## config.mk

```make
export PLATFORM = sky130hd
export DESIGN_NAME = seq_chunk_adder
export DESIGN_NICKNAME = d
export VERILOG_FILES = /design/src/rtl/seq_adder_pkg.sv /design/src/rtl/seq_chunk_adder_chunk.sv /design/src/rtl/seq_chunk_adder.sv
export SDC_FILE = /design/constraint.sdc
export NUM_CORES = 1
export LEC_CHECK = 0
export ABC_CLOCK_PERIOD_IN_PS = 3700
export BUFFER_PORTS_ARGS = -buffer_cell sky130_fd_sc_hd__buf_2
export CORE_AREA = 3 3 151 153
export DETAILED_ROUTE_END_ITERATION = 8
export DIE_AREA = 0 0 154 156
export GPL_TIMING_DRIVEN = 1
export PLACE_DENSITY = 0.45
export REMOVE_ABC_BUFFERS = 1
export SYNTH_ARGS = -nofsm -noshare
export SYNTH_HDL_FRONTEND = slang
export SYNTH_HIERARCHICAL = 1
export SYNTH_SLANG_ARGS = --single-unit
```

## constraint.sdc

```tcl
create_clock -name clk -period 3.7 [get_ports clk]
set_input_delay 0.37 -clock clk [delete_from_list [all_inputs] [get_ports clk]]
set_output_delay 0.37 -clock clk [all_outputs]
set_load 0.005 [all_outputs]
```

## src/rtl/seq_adder_pkg.sv

```systemverilog
// Shared definitions for the sequential chunked adder: controller states and
// configuration helpers.
package seq_adder_pkg;

   typedef enum logic [1:0] {
      IDLE = 2'd0,
      RUN  = 2'd1,
      DONE = 2'd2
   } state_t;

   function automatic int num_chunks(input int width, input int chunk);
      return width / chunk;
   endfunction

   function automatic bit chunk_cfg_ok(input int width, input int chunk);
      return (chunk >= 1) && (chunk <= width) && ((width % chunk) == 0);
   endfunction

endpackage

```

## src/rtl/seq_chunk_adder_chunk.sv

```systemverilog
// CHUNK-bit combinational ripple-carry slice, reused once per cycle by the
// sequential adder.
module chunk_adder #(
   parameter int CHUNK = 8
) (
   input  logic [CHUNK-1:0] a,
   input  logic [CHUNK-1:0] b,
   input  logic             cin,
   output logic [CHUNK-1:0] sum,
   output logic             cout
);

   logic c;

   always_comb begin
      sum = '0;
      c   = cin;
      for (int i = 0; i < CHUNK; i++) begin
         sum[i] = a[i] ^ b[i] ^ c;
         c      = (a[i] & b[i]) | (a[i] & c) | (b[i] & c);
      end
      cout = c;
   end

endmodule

```

## src/rtl/seq_chunk_adder.sv

```systemverilog
// Multi-cycle add/subtract: WIDTH bits processed CHUNK bits per clock through
// one shared ripple slice, with start/busy/done handshake and carry/overflow flags.
//
//   state | meaning
//   ------+-----------------------------------------------------------
//   IDLE  | waiting for start; results from last operation held
//   RUN   | one chunk added per edge, LSB chunk first
//   DONE  | one cycle; done=1, results valid; start here is accepted
module seq_chunk_adder
   import seq_adder_pkg::*;
#(
   parameter int WIDTH = 32,
   parameter int CHUNK = 8
) (
   input  logic             clk,
   input  logic             rst_n,
   input  logic             start,
   input  logic             sub,
   input  logic [WIDTH-1:0] a,
   input  logic [WIDTH-1:0] b,
   input  logic             cin,
   output logic             busy,
   output logic             done,
   output logic [WIDTH-1:0] sum,
   output logic             cout,
   output logic             ovf
);

   localparam int N  = num_chunks(WIDTH, CHUNK);
   localparam int CW = (N > 1) ? $clog2(N) : 1;
   localparam logic [CW-1:0] LAST = CW'(N - 1);

   if (!chunk_cfg_ok(WIDTH, CHUNK)) begin : g_bad_cfg
      $error("seq_chunk_adder: WIDTH must be a positive multiple of CHUNK");
   end

   state_t               state, state_nxt;
   logic                 accept;
   logic [WIDTH-1:0]     a_sh, b_sh, part;
   logic                 carry, a_msb, b_msb;
   logic [CW-1:0]        cnt;
   logic [CHUNK-1:0]     slice_sum;
   logic                 slice_cout;
   logic [WIDTH+CHUNK-1:0] part_cat;
   logic [WIDTH-1:0]     part_nxt;

   // Operands shift right each cycle so the slice always sees bits [CHUNK-1:0].
   chunk_adder #(.CHUNK(CHUNK)) u_slice (
      .a    (a_sh[CHUNK-1:0]),
      .b    (b_sh[CHUNK-1:0]),
      .cin  (carry),
      .sum  (slice_sum),
      .cout (slice_cout)
   );

   assign part_cat = {slice_sum, part};
   assign part_nxt = part_cat[WIDTH+CHUNK-1:CHUNK];

   always_comb begin
      state_nxt = state;
      accept    = 1'b0;
      case (state)
         IDLE: begin
            if (start) begin
               state_nxt = RUN;
               accept    = 1'b1;
            end
         end
         RUN: begin
            if (cnt == '0) state_nxt = DONE;
         end
         DONE: begin
            if (start) begin
               state_nxt = RUN;
               accept    = 1'b1;
            end else begin
               state_nxt = IDLE;
            end
         end
         default: state_nxt = IDLE;
      endcase
   end

   assign busy = (state == RUN);
   assign done = (state == DONE);

   always_ff @(posedge clk) begin
      if (!rst_n) begin
         state <= IDLE;
         a_sh  <= '0;
         b_sh  <= '0;
         part  <= '0;
         carry <= 1'b0;
         a_msb <= 1'b0;
         b_msb <= 1'b0;
         cnt   <= '0;
         sum   <= '0;
         cout  <= 1'b0;
         ovf   <= 1'b0;
      end else begin
         state <= state_nxt;
         if (accept) begin
            a_sh  <= a;
            b_sh  <= sub ? ~b : b;
            carry <= sub ? 1'b1 : cin;
            a_msb <= a[WIDTH-1];
            b_msb <= sub ? ~b[WIDTH-1] : b[WIDTH-1];
            cnt   <= LAST;
            part  <= '0;
         end else if (state == RUN) begin
            a_sh  <= a_sh >> CHUNK;
            b_sh  <= b_sh >> CHUNK;
            carry <= slice_cout;
            part  <= part_nxt;
            cnt   <= cnt - 1'b1;
            if (cnt == '0) begin
               sum  <= part_nxt;
               cout <= slice_cout;
               ovf  <= (a_msb == b_msb) && (slice_sum[CHUNK-1] != a_msb);
            end
         end
      end
   end

endmodule

```

# Yosys cells after proc, flatten, opt, wreduce, memory -nomap -nowiden
# Cells that the tools add are included.
# Widths: inputs -> output; s select.
# classes
mux	17
n_bitwise	60
n_reduce_logical	8
addsub	1
n_eq_ne	6
# op_table
cell	count
$mux 32	5
$not 32->32	1
$and 1x1->1	24
$or 1x1->1	16
$xor 1x1->1	16
$mux 2	4
$mux 1	7
$pmux 2 s3	1
$logic_not 2->1	2
$reduce_or 2->1	2
$not 1->1	3
$reduce_and 3->1	1
$eq 2x1->1 const B	1
$eq 2x2->1 const B	1
$ne 2x1->1 const B	1
$ne 2x2->1 const B	1
$reduce_and 2->1	1
$reduce_bool 2->1	1
$sub 2x1->2 const B	1
$eq 1x1->1	1
$logic_and 1x1->1	1
$ne 1x1->1	1
# word_totals
elab_cells	103
out_inout_bits	36
inputBits	69
register_bits	137

# Longest topological paths before layout
# Gate-level depths: netlist of run 1.
# depth
word_depth	26
depth_mapped	14
mapped_depth_nobuf	14

# Cells and area by module
# Netlist of run 1, hierarchy kept.
# by_module_without_submodules
mod	cells_each	seq_area_each_um2	instances	area_per_inst_um2
seq_chunk_adder	633	2582.5	1	5195.0
chunk_adder	18	0.0	1	197.7

# Least setup slack after synthesis of run 1
# OpenSTA, ideal clock, no wires.
# synth_path
path_type	flip-flop to flip-flop
from	register a_sh[0]
to	register ovf
synth_period_minus_slack_ns	3.646
path_slack_ns	0.054
arrival_time_ns	3.523
stages_incl_launch_ff	15
n_path_buf	0
setup_ns	0.123
required_time_ns	3.577
path_cell_list	dfxtp_1 > inv_1 > fa_1 > inv_1 > fa_1 > fa_1 > fa_1 > fa_1 > fa_1 > fa_1 > inv_1 > fa_1 > inv_1 > nand3b_1 > a31oi_1
# synth_via
elab_chain_len	24
elab_cells_between_ends	31
cone_classes	eq/ne (1); bitwise (29); reduce/logical (1)
# synth_lines
element	line_no	rtl
start, declared	seq_chunk_adder.sv:39	logic [WIDTH-1:0] a_sh, b_sh, part;
start signal, assigned	seq_chunk_adder.sv:111	a_sh <= a_sh >> CHUNK;
$and 1x1->1	seq_chunk_adder_chunk.sv:20	c = (a[i] & b[i]) | (a[i] & c) | (b[i] & c);
$or 1x1->1 (*) (2 in a row)	seq_chunk_adder_chunk.sv:20	
$and 1x1->1	seq_chunk_adder_chunk.sv:20	
$or 1x1->1	seq_chunk_adder_chunk.sv:20	
$or 1x1->1 (*)	seq_chunk_adder_chunk.sv:20	
$and 1x1->1	seq_chunk_adder_chunk.sv:20	
$or 1x1->1	seq_chunk_adder_chunk.sv:20	
$or 1x1->1 (*)	seq_chunk_adder_chunk.sv:20	
[... 8 more ...]	n/a	
$or 1x1->1 (*)	seq_chunk_adder_chunk.sv:20	
$and 1x1->1	seq_chunk_adder_chunk.sv:20	
$or 1x1->1	seq_chunk_adder_chunk.sv:20	
$or 1x1->1 (*)	seq_chunk_adder_chunk.sv:20	
$xor 1x1->1 (*)	seq_chunk_adder_chunk.sv:19	sum[i] = a[i] ^ b[i] ^ c;
via slice_sum[7]	seq_chunk_adder.sv:42	logic [CHUNK-1:0] slice_sum;
$ne 1x1->1 (*)	seq_chunk_adder.sv:119	ovf <= (a_msb == b_msb) && (slice_sum[CHUNK-1] != a_msb);
$logic_and 1x1->1 (*)	seq_chunk_adder.sv:119	
end signal, assigned	seq_chunk_adder.sv:119	
end, declared	seq_chunk_adder.sv:26	output logic ovf
# The timed path passes the listed nets; every way through them passes the cells marked *.
# A chain may end at the register's enable or synchronous reset.

# Worst setup path after layout of run 1
# layout_path
from	register b_sh[0]
to	register ovf
# layout_via
elab_chain_len	24
elab_cells_between_ends	31
cone_classes	eq/ne (1); bitwise (29); reduce/logical (1)
# layout_lines
element	line_no	rtl
start, declared	seq_chunk_adder.sv:39	
start signal, assigned	seq_chunk_adder.sv:104	b_sh <= sub ? ~b : b;
start signal, assigned	seq_chunk_adder.sv:112	b_sh <= b_sh >> CHUNK;
$and 1x1->1	seq_chunk_adder_chunk.sv:20	
$or 1x1->1	seq_chunk_adder_chunk.sv:20	
$or 1x1->1 (*)	seq_chunk_adder_chunk.sv:20	
$and 1x1->1	seq_chunk_adder_chunk.sv:20	
$or 1x1->1	seq_chunk_adder_chunk.sv:20	
$or 1x1->1 (*)	seq_chunk_adder_chunk.sv:20	
$and 1x1->1	seq_chunk_adder_chunk.sv:20	
$or 1x1->1	seq_chunk_adder_chunk.sv:20	
[... 9 more ...]	n/a	
$or 1x1->1 (*)	seq_chunk_adder_chunk.sv:20	
$and 1x1->1	seq_chunk_adder_chunk.sv:20	
$or 1x1->1	seq_chunk_adder_chunk.sv:20	
$or 1x1->1 (*)	seq_chunk_adder_chunk.sv:20	
$xor 1x1->1 (*)	seq_chunk_adder_chunk.sv:19	
via slice_sum[7]	seq_chunk_adder.sv:42	
$ne 1x1->1 (*)	seq_chunk_adder.sv:119	
$logic_and 1x1->1 (*)	seq_chunk_adder.sv:119	
# Marks and branches as above.

==> results of run 1 <==
final timing paths:
path,from,to,depth (start not counted)
max,b_sh[0],ovf,14
min,a[26],a_sh[26],3
min reg2reg,sum[6],sum[6],2
max reg2reg,b_sh[0],ovf,14
worst register-to-register path: stages, from the launching register on:
cell	delay, ns
dfxtp_1	0.31
inv_1	0.07
fa_1	0.16
inv_1	0.05
fa_2	0.34
fa_2	0.35
fa_2	0.34
fa_2	0.35
fa_2	0.36
fa_2	0.34
inv_1	0.07
fa_1	0.41
inv_2	0.09
nand3b_1	0.10
a31oi_1	0.08
stage by stage:
step	instance area (µm²)	cells
3_5_place_dp	6070	990
5_1_grt	6630	1022
4_1_cts	6630	1021
3_3_place_gp	6070	990
2_1_floorplan	5090	594
6_report	6640	1023
repair_timing:
| action | 4_1_cts | 5_1_grt |
|---|---|---|
| setup endpoints to repair | 3 | 3 |
| endpoints found under the hold margin | 0 | 0 |
| resized for setup | 5 | 2 |
metal layers:
layer,up-vias,global-route usage [%],routed length (µm)
li1,2365,-,-
met1,2048,17.3,7230
met2,105,19.8,6860
met3,12,3.91,906
met4,2,3.66,142
met5,-,0,13
cell families after synthesis:
kind of cell / after synthesis
multiplexers: 8
AND/OR/NAND/NOR: 249
flip-flops: 129
XOR/XNOR: 32
adder cells (fa/ha/maj): 9
buffers and inverters: 71
AO/OA/AOI/OAI: 153
state kept, by name, summed over array words and instances (netlist names):
| name | flops |
|---|---|
| a_msb | 1 |
| a_sh | 32 |
| b_msb | 1 |
| b_sh | 32 |
| carry | 1 |
| cnt | 2 |
| cout | 1 |
| ovf | 1 |
| part | 24 |
| state | 2 |
| sum | 32 |
power by group through the flow:
stage / Combinational, mW / Sequential (mW) / Clock, mW
CTS: 0.439 / 1.53 / 1.65
floorplan: 0.261 / 1.54 / 0
detailed placement: 0.435 / 1.56 / 0
global route: 0.490 / 1.54 / 1.71
global placement: 0.433 / 1.55 / 0
finish: 0.428 / 1.53 / 1.59
final cells by class:
type / count / area (µm²) / area share (%)
antenna: 2 / 5.00 / 0.0754
sequential: 129 / 2580 / 38.9
inverter: 14 / 53.8 / 0.811
clock buffer: 24 / 462 / 6.96
clock inverter: 7 / 85.1 / 1.28
timing repair buffer: 116 / 611 / 9.20
multi-input combinational: 451 / 2490 / 37.5
tap: 280 / 350 / 5.28
placed cells by master (no fill, tap or decap), drive strengths merged:
| cell type | synthesis | routed |
|---|---|---|
| bufinv | 0 | 2 |
| xnor2 | 7 | 7 |
| nand2 | 154 | 154 |
| clkinv | 0 | 6 |
| and3b | 1 | 1 |
| nor2 | 3 | 3 |
| clkbuf | 21 | 24 |
| diode | 0 | 2 |
| nand3 | 34 | 34 |
| a31oi | 9 | 9 |
| a22oi | 18 | 18 |
| o21ai | 8 | 8 |
| o22ai | 17 | 17 |
| mux2i | 8 | 8 |
| nand3b | 2 | 2 |
| o21a | 1 | 1 |
| nor3 | 43 | 43 |
| ha | 1 | 1 |
| a21oi | 99 | 99 |
| a211oi | 1 | 1 |
| nor2b | 2 | 2 |
| xor2 | 25 | 25 |
| and3 | 7 | 7 |
| fa | 8 | 8 |
| buf | 36 | 116 |
| inv | 14 | 13 |
| dfxtp | 129 | 129 |
| nand2b | 3 | 3 |
==> flow_summary.yaml, run 1 <==
setup_path:
  crit_family: "adder cells"
  cp_slowest_cell: "fa_1"
  startpoint_type: "register"
  cp_cell_sequence: "inv_1, fa_1, inv_1, fa_2, fa_2, fa_2, fa_2, fa_2, fa_2, inv_1, fa_1, inv_2, nand3b_1, a31oi_1"
  endpoint_kind: "register"
  max_stage_delay_ns: 0.41
  crit_path_frequent_cell: "fa_2"
  worstSetupPathType: "reg2reg"
  critPathMaxFanout: 4
  rrSetupSlack_ns: 0.14
  worstPathRequired_ns: 3.97
  worstPathArrival_ns: 3.83
  crit_buf_inv: 4
placed_design:
  dp_slack_ns: -0.147
  io_buffers: 104
  gp_congestion: 0.702
  dp_hpwl_um: 9380
sta:
  slew_viol_final: 0
  min_period_over_period_pct: 96.3
  rsz0062_at_grt: "no"
  max_freq_mhz: 281
  hold_violations: 0
  tightest_slew_ns: 0.975
  skew_ns: 0.00798
  finalWorstSetupSlack_ns: 0.139
  timing.hold.ws_ns: 0.194
  tns_ns: 0
  slew_headroom_pct: 35.0
  period_minus_slack_ns: 3.56
  setup_viol: 0
routing:
  num_vias: 4532
  wl_per_cell_um: 14.8
  drt_iter0_drc: 221
  vias_per_cell: 4.43
  final_antenna_net_count: 0
  route.detailed.drc: 0
  routed_wl_um: 15200
  detail_route.first_pass.iterations: 4
cts:
  clock_latency_ns: 0.41
  cts_setup_buffers: 0
  cts.sinks: 129
  clk_path_buf_depth: 2
  root_buffer: "clkbuf_16"
  clk_pin_slew_ns: 0.06
  cts_tree: "yes"
  h-tree-depth: 4
  cts_buffers: 17
  ctsHoldBuffers: 0
synth:
  synth_flop_cell: "dfxtp_1"
  synth_xor_area_share_pct: 5.20
  ys_types: 30
  syn_area_per_cell_um2: 8.28
  synthMuxAreaShare_pct: 1.48
  synthTopCellsByArea: "dfxtp_1 (48%), nand2_1 (11%), a21oi_1 (9.2%)"
  post-synth-top-count-cell: "nand2_1"
  synth_fa_ha_area_share_pct: 3.20
  synthTopCellsByCount: "nand2_1 (154), dfxtp_1 (129), a21oi_1 (99), nor3_1 (43), nand3_1 (34)"
  async_flop_share_pct: 0
  synth_area_um2: 5390
  synth-compound-area-share_pct: 15.7
  yosysWarnings: 6
  synthCells: 651
  synth_edf_count: 0
  seq_area_frac_synth_pct: 47.9
  synth_top_area_share_pct: 47.9
  synth_top_family_by_area: "simple AND/OR/NAND/NOR gates"
  yosysTopAreaCell: "dfxtp_1"
  ys_seq_elements: 129
  synth-simple-area-share_pct: 20.0
floorplanning:
  start_util_pct: 24.9
  io_pins: 105
  die_x_um: 154
  die_area_um2: 24000
  die_h_um: 156
  coreArea_um2: 21700
  row_count: 54
grt:
  track_usage_pct: 12.8
  grt_max_degree: 84
  grt_pass1_vias: 4548
  grt_pass1_wl_um: 24500
  grt_overflow: 0
  antenna_found_initial: 3
finish:
  post-route-util_pct: 30.6
  final_nets: 807
  area_delta_synth_final_pct: 23.1
  layout-drive-gt1-share_pct: 20.6
  fillers: 2409
power:
  leakage_nw: 2.57
  clkPwrFrac_pct: 44.9
  ir_worst_vdd_v: 0.000244
  netSwitchingPower_mw: 0.912
  switching_share_pct: 25.7
  power_mw: 3.55
  power.density_nw_per_um2: 534
  combPwrFrac_pct: 12.1
  p_seq_share_pct: 43.0
  p_int_mw: 2.64
run:
  max-cap-violations: 0
hold_path:
  min_path_type: "in2reg"
run_status:
  status: "complete, no violations"
(Power assumes the default switching activity.)
==> run 2: changes to the inputs <==
Settings changed: ABC_CLOCK_PERIOD_IN_PS 3700 to 3800, PLACE_DENSITY 0.45 to 0.43.
Clock period 3.7 ns to 3.8 ns, I/O delays scaled along.
==> flow_summary.yaml, run 2 (synthesis gave the netlist of run 1 again) <==
floorplanning:
  die_area_um2: 24000
  die_h_um: 156
  coreArea_um2: 21700
  start_util_pct: 24.9
  die_x_um: 154
  io_pins: 105
  row_count: 54
sta:
  slew_headroom_pct: 36.3
  hold_violations: 0
  setup_viol: 0
  tightest_slew_ns: 0.956
  min_period_over_period_pct: 96.3
  skew_ns: 0.0124
  slew_viol_final: 0
  period_minus_slack_ns: 3.66
  max_freq_mhz: 273
  finalWorstSetupSlack_ns: 0.141
  timing.hold.ws_ns: 0.200
routing:
  detail_route.first_pass.iterations: 4
  routed_wl_um: 14800
  wl_per_cell_um: 14.5
  final_antenna_net_count: 0
  num_vias: 4566
  drt_iter0_drc: 164
  vias_per_cell: 4.48
  route.detailed.drc: 0
finish:
  fillers: 2384
  num_antenna_cells: 0
  seqCellArea_um2: 2580
  final_nets: 805
  layout-drive-gt1-share_pct: 21.4
  fin_cells: 1020
  top_regs: "a_sh: 32 flops, b_sh: 32 flops, sum: 32 flops"
  final_cell_mix: "nand2_1 (154), dfxtp_1 (129), buf_2 (104)"
  multi_input_area_um2: 2490
  final_common_cell: "nand2_1"
  stdcell_area_um2: 6680
  area_delta_synth_final_pct: 23.9
  post-route-util_pct: 30.8
placed_design:
  io_buffers: 104
  dpl_cell_area_um2: 6070
  dp_slack_ns: -0.0980
  gp_congestion: 0.702
  placedCellCount: 988
  dp_hpwl_um: 9260
power:
  power.density_nw_per_um2: 533
  leakage_nw: 2.58
  ir_worst_vdd_v: 0.000228
  p_seq_share_pct: 41.7
  combPwrFrac_pct: 11.7
  p_int_mw: 2.64
  switching_share_pct: 25.8
  netSwitchingPower_mw: 0.918
  clkPwrFrac_pct: 46.6
cts:
  h-tree-depth: 4
  clk_pin_slew_ns: 0.06
  cts_tree: "yes"
  ctsHoldBuffers: 0
  cts_setup_buffers: 0
  clock_latency_ns: 0.42
  clk_path_buf_depth: 2
  root_buffer: "clkbuf_16"
  cts_buffers: 17
  cts.sinks: 129
setup_path:
  crit_family: "adder cells"
  r2r_start: "b_sh[0]"
  critPathMaxFanout: 4
  crit_buf_inv: 4
  worstPathArrival_ns: 3.93
  crit_cells: 14
  crit_path_frequent_cell: "fa_2"
  rrSetupSlack_ns: 0.14
  max_stage_delay_ns: 0.41
  cp_cell_sequence: "inv_1, fa_1, inv_1, fa_2, fa_2, fa_2, fa_2, fa_2, fa_2, inv_2, fa_1, inv_2, nand3b_1, a31oi_1"
  r2r-end: "ovf"
  cp-endpoint: "ovf"
  endpoint_kind: "register"
  worstSetupPathType: "reg2reg"
  startpoint_type: "register"
  cp_slowest_cell: "fa_2"
  worstPathRequired_ns: 4.07
  reg2reg_depth: 14
  crit_path_start: "b_sh[0]"
grt:
  grt_pass1_vias: 4479
  grt_max_degree: 84
  antenna_found_initial: 0
  track_usage_pct: 12.5
  grt_overflow: 0
  grt_pass1_wl_um: 24200
run_status:
  status: "complete, no violations"
run:
  max-cap-violations: 0
hold_path:
  min_path_type: "in2reg"
-- run 2: changes by cell type in the layout (fill, tap and decap cells not counted), sizes merged --
cell      before  now
buf          116  114
diode          2    0
clkbuf        24   23
clkinvlp       0    2
-- run 2: worst min-delay path by stage --
stage | start | end | slack (ns) | cells after the start
finish | a[30] | a_sh[30] | 0.20 | 3
global route | a[24] | a_sh[24] | 0.18 | 3
CTS | a[24] | a_sh[24] | 0.17 | 3
detailed placement | sum[29] | sum[29] | 0.45 | 2
global placement | sum[5] | sum[5] | 0.44 | 2
floorplan | part[8] | sum[0] | 0.43 | 2
-- run 2: power groups by stage --
stage	Sequential [mW]	Combinational (mW)	Clock (mW)
global placement	1.51	0.424	0
floorplan	1.50	0.255	0
finish	1.49	0.416	1.66
CTS	1.49	0.424	1.71
detailed placement	1.52	0.421	0
global route	1.50	0.476	1.77
-- run 2: per-layer routing --
layer | share of wire [%] | up-vias | global-route usage, %
li1 | - | 2365 | -
met1 | 48 | 2090 | 16.8
met2 | 46 | 100 | 20.2
met3 | 4.4 | 11 | 3.11
met4 | 0.92 | 0 | 3.66
met5 | 0 | - | 0
-- run 2: tightest hold or removal path: cells and delay by family --
family,cells,cell delay (ns)
AND/OR/NAND/NOR,1,0.04
buffers and inverters,1,0.09
AO/OA/AOI/OAI,1,0.05
-- run 2: layout make-up --
type                            instances  share of cell area, %
Sequential cell                       129                   38.6
Multi-Input combinational cell        451                   37.2
Timing Repair Buffer                  114                   9.10
Clock buffer                           23                   7.45
Tap cell                              280                   5.24
Clock inverter                          9                   1.55
Inverter                               14                  0.805
-- run 2: timing repair --
| action | in CTS | in global routing |
|---|---|---|
| cloned | 0 | 0 |
| gates resized for setup | 3 | 5 |
| pin swaps | 0 | 2 |
| endpoints found under the setup margin | 3 | 3 |
-- run 2: stage by stage --
step / setup TNS, ns / power [mW]
5_1_grt: -0.00187 / 3.74
2_1_floorplan: 0 / 1.75
3_3_place_gp: -0.118 / 1.94
6_report: 0 / 3.56
3_5_place_dp: -0.127 / 1.94
4_1_cts: 0 / 3.62
==> run 3: changes to the inputs <==
Settings changed: PLACE_DENSITY 0.43 to 0.39.
==> flow_summary.yaml, run 3 (synthesis gave the netlist of run 1 again) <==
hold_path:
  min_path_type: "in2reg"
  min_path_cells: 3
finish:
  stdcell_area_um2: 6760
  fillers: 2320
  post-route-util_pct: 31.2
  final_nets: 805
  final_common_cell: "nand2_1"
  area_delta_synth_final_pct: 25.3
  top_regs: "a_sh: 32 flops, b_sh: 32 flops, sum: 32 flops"
  num_antenna_cells: 0
  final_cell_mix: "nand2_1 (154), dfxtp_1 (129), buf_2 (104)"
  layout-drive-gt1-share_pct: 21.0
setup_path:
  crit_path_frequent_cell: "fa_2"
  crit_cells: 14
  critPathMaxFanout: 4
  worstPathArrival_ns: 3.93
  worstSetupPathType: "reg2reg"
  worstPathRequired_ns: 4.08
  crit_buf_inv: 4
  reg2reg_depth: 14
  cp_cell_sequence: "inv_1, fa_1, inv_1, fa_2, fa_2, fa_2, fa_2, fa_2, fa_1, inv_2, fa_1, inv_2, nand3b_1, a31oi_1"
  startpoint_type: "register"
  rrSetupSlack_ns: 0.14
  cp_slowest_cell: "fa_1"
  max_stage_delay_ns: 0.41
  endpoint_kind: "register"
  crit_family: "adder cells"
sta:
  finalWorstSetupSlack_ns: 0.141
  tns_ns: 0
  rsz0062_at_grt: "no"
  slew_viol_final: 0
  hold_violations: 0
  skew_ns: 0.00923
  period_minus_slack_ns: 3.66
  min_period_over_period_pct: 96.3
  max_freq_mhz: 273
  tightest_slew_ns: 0.960
  slew_headroom_pct: 36.0
  setup_viol: 0
power:
  ir_worst_vdd_v: 0.000282
  leakage_nw: 2.62
  power.density_nw_per_um2: 565
  power_mw: 3.82
cts:
  h-tree-depth: 4
  cts_setup_buffers: 0
  clock_latency_ns: 0.42
  root_buffer: "clkbuf_16"
  cts.sinks: 129
  clk_pin_slew_ns: 0.06
  clk_path_buf_depth: 2
  cts_buffers: 17
  cts_tree: "yes"
  ctsHoldBuffers: 0
grt:
  grt_pass1_wl_um: 23600
  grt_pass1_vias: 4383
  track_usage_pct: 12.4
  grt_max_degree: 84
  grt_overflow: 0
  antenna_found_initial: 0
floorplanning:
  die_area_um2: 24000
  start_util_pct: 24.9
  die_x_um: 154
  die_h_um: 156
  coreArea_um2: 21700
  io_pins: 105
  row_count: 54
run:
  max-cap-violations: 0
routing:
  wl_per_cell_um: 14.6
  routed_wl_um: 14900
  detail_route.first_pass.iterations: 4
  drt_iter0_drc: 251
  num_vias: 4594
  vias_per_cell: 4.51
  route.detailed.drc: 0
  final_antenna_net_count: 0
placed_design:
  io_buffers: 104
  gp_congestion: 0.732
  dp_hpwl_um: 9570
  dp_slack_ns: -0.142
  dpl_cell_area_um2: 6050
run_status:
  status: "complete, no violations"
-- run 3: changes by cell type in the layout (fill, tap and decap cells not counted), sizes merged --
cell | previous run | this run
bufinv | 2 | 7
clkbuf | 23 | 21
clkinv | 6 | 2
-- run 3: repair_timing --
action                                  in CTS  in global routing
pin swaps                                    1                  1
gates resized for setup                      5                  2
endpoints found under the setup margin       3                  3
-- run 3: cell type report --
class                           count  area, µm²  area share (%)
Inverter                           14       53.8           0.796
Clock inverter                     10        230            3.41
Clock buffer                       21        460            6.81
Tap cell                          280        350            5.18
Multi-Input combinational cell    451       2480            36.8
Sequential cell                   129       2580            38.2
Timing Repair Buffer              114        596            8.81
-- run 3: layer usage --
layer / up-vias / global-route usage (%) / wire [µm]
met2: 119 / 18.9 / 6740
met3: 11 / 3.47 / 815
met4: 0 / 4.04 / 176
li1: 2356 / - / -
met1: 2108 / 16.9 / 7180
met5: - / 0 / 0
-- run 3: path summary, 6_finish.rpt --
path / from / end
worst max register to register: a_sh[0] / ovf
worst min register to register: sum[3] / sum[3]
worst max-delay path: a_sh[0] / ovf
worst min-delay path: a[27] / a_sh[27]
-- run 3: where the power goes --
group / total, mW / leakage [nW] / switching (mW) / internal [mW]
Sequential: 1.49 / 1.05 / 0.0552 / 1.43
Clock: 1.92 / 0.329 / 0.591 / 1.33
Combinational: 0.415 / 1.23 / 0.256 / 0.160
-- run 3: worst reg2reg max path, stage by stage (launching register included) --
cell and delay, ns:
dfxtp_1 0.31, inv_1 0.09, fa_1 0.18, inv_1 0.05
fa_2 0.33, fa_2 0.37, fa_2 0.35, fa_2 0.34
fa_2 0.34, fa_1 0.38, inv_2 0.07, fa_1 0.41
inv_2 0.09, nand3b_1 0.10, a31oi_1 0.08
-- run 3: through the flow --
step                      hold slack [ns]  std cells
after detailed placement            0.444        988
after global placement              0.443        988
after floorplan                     0.432        594
after CTS                           0.183       1019
after global routing                0.194       1019
final                               0.202       1019
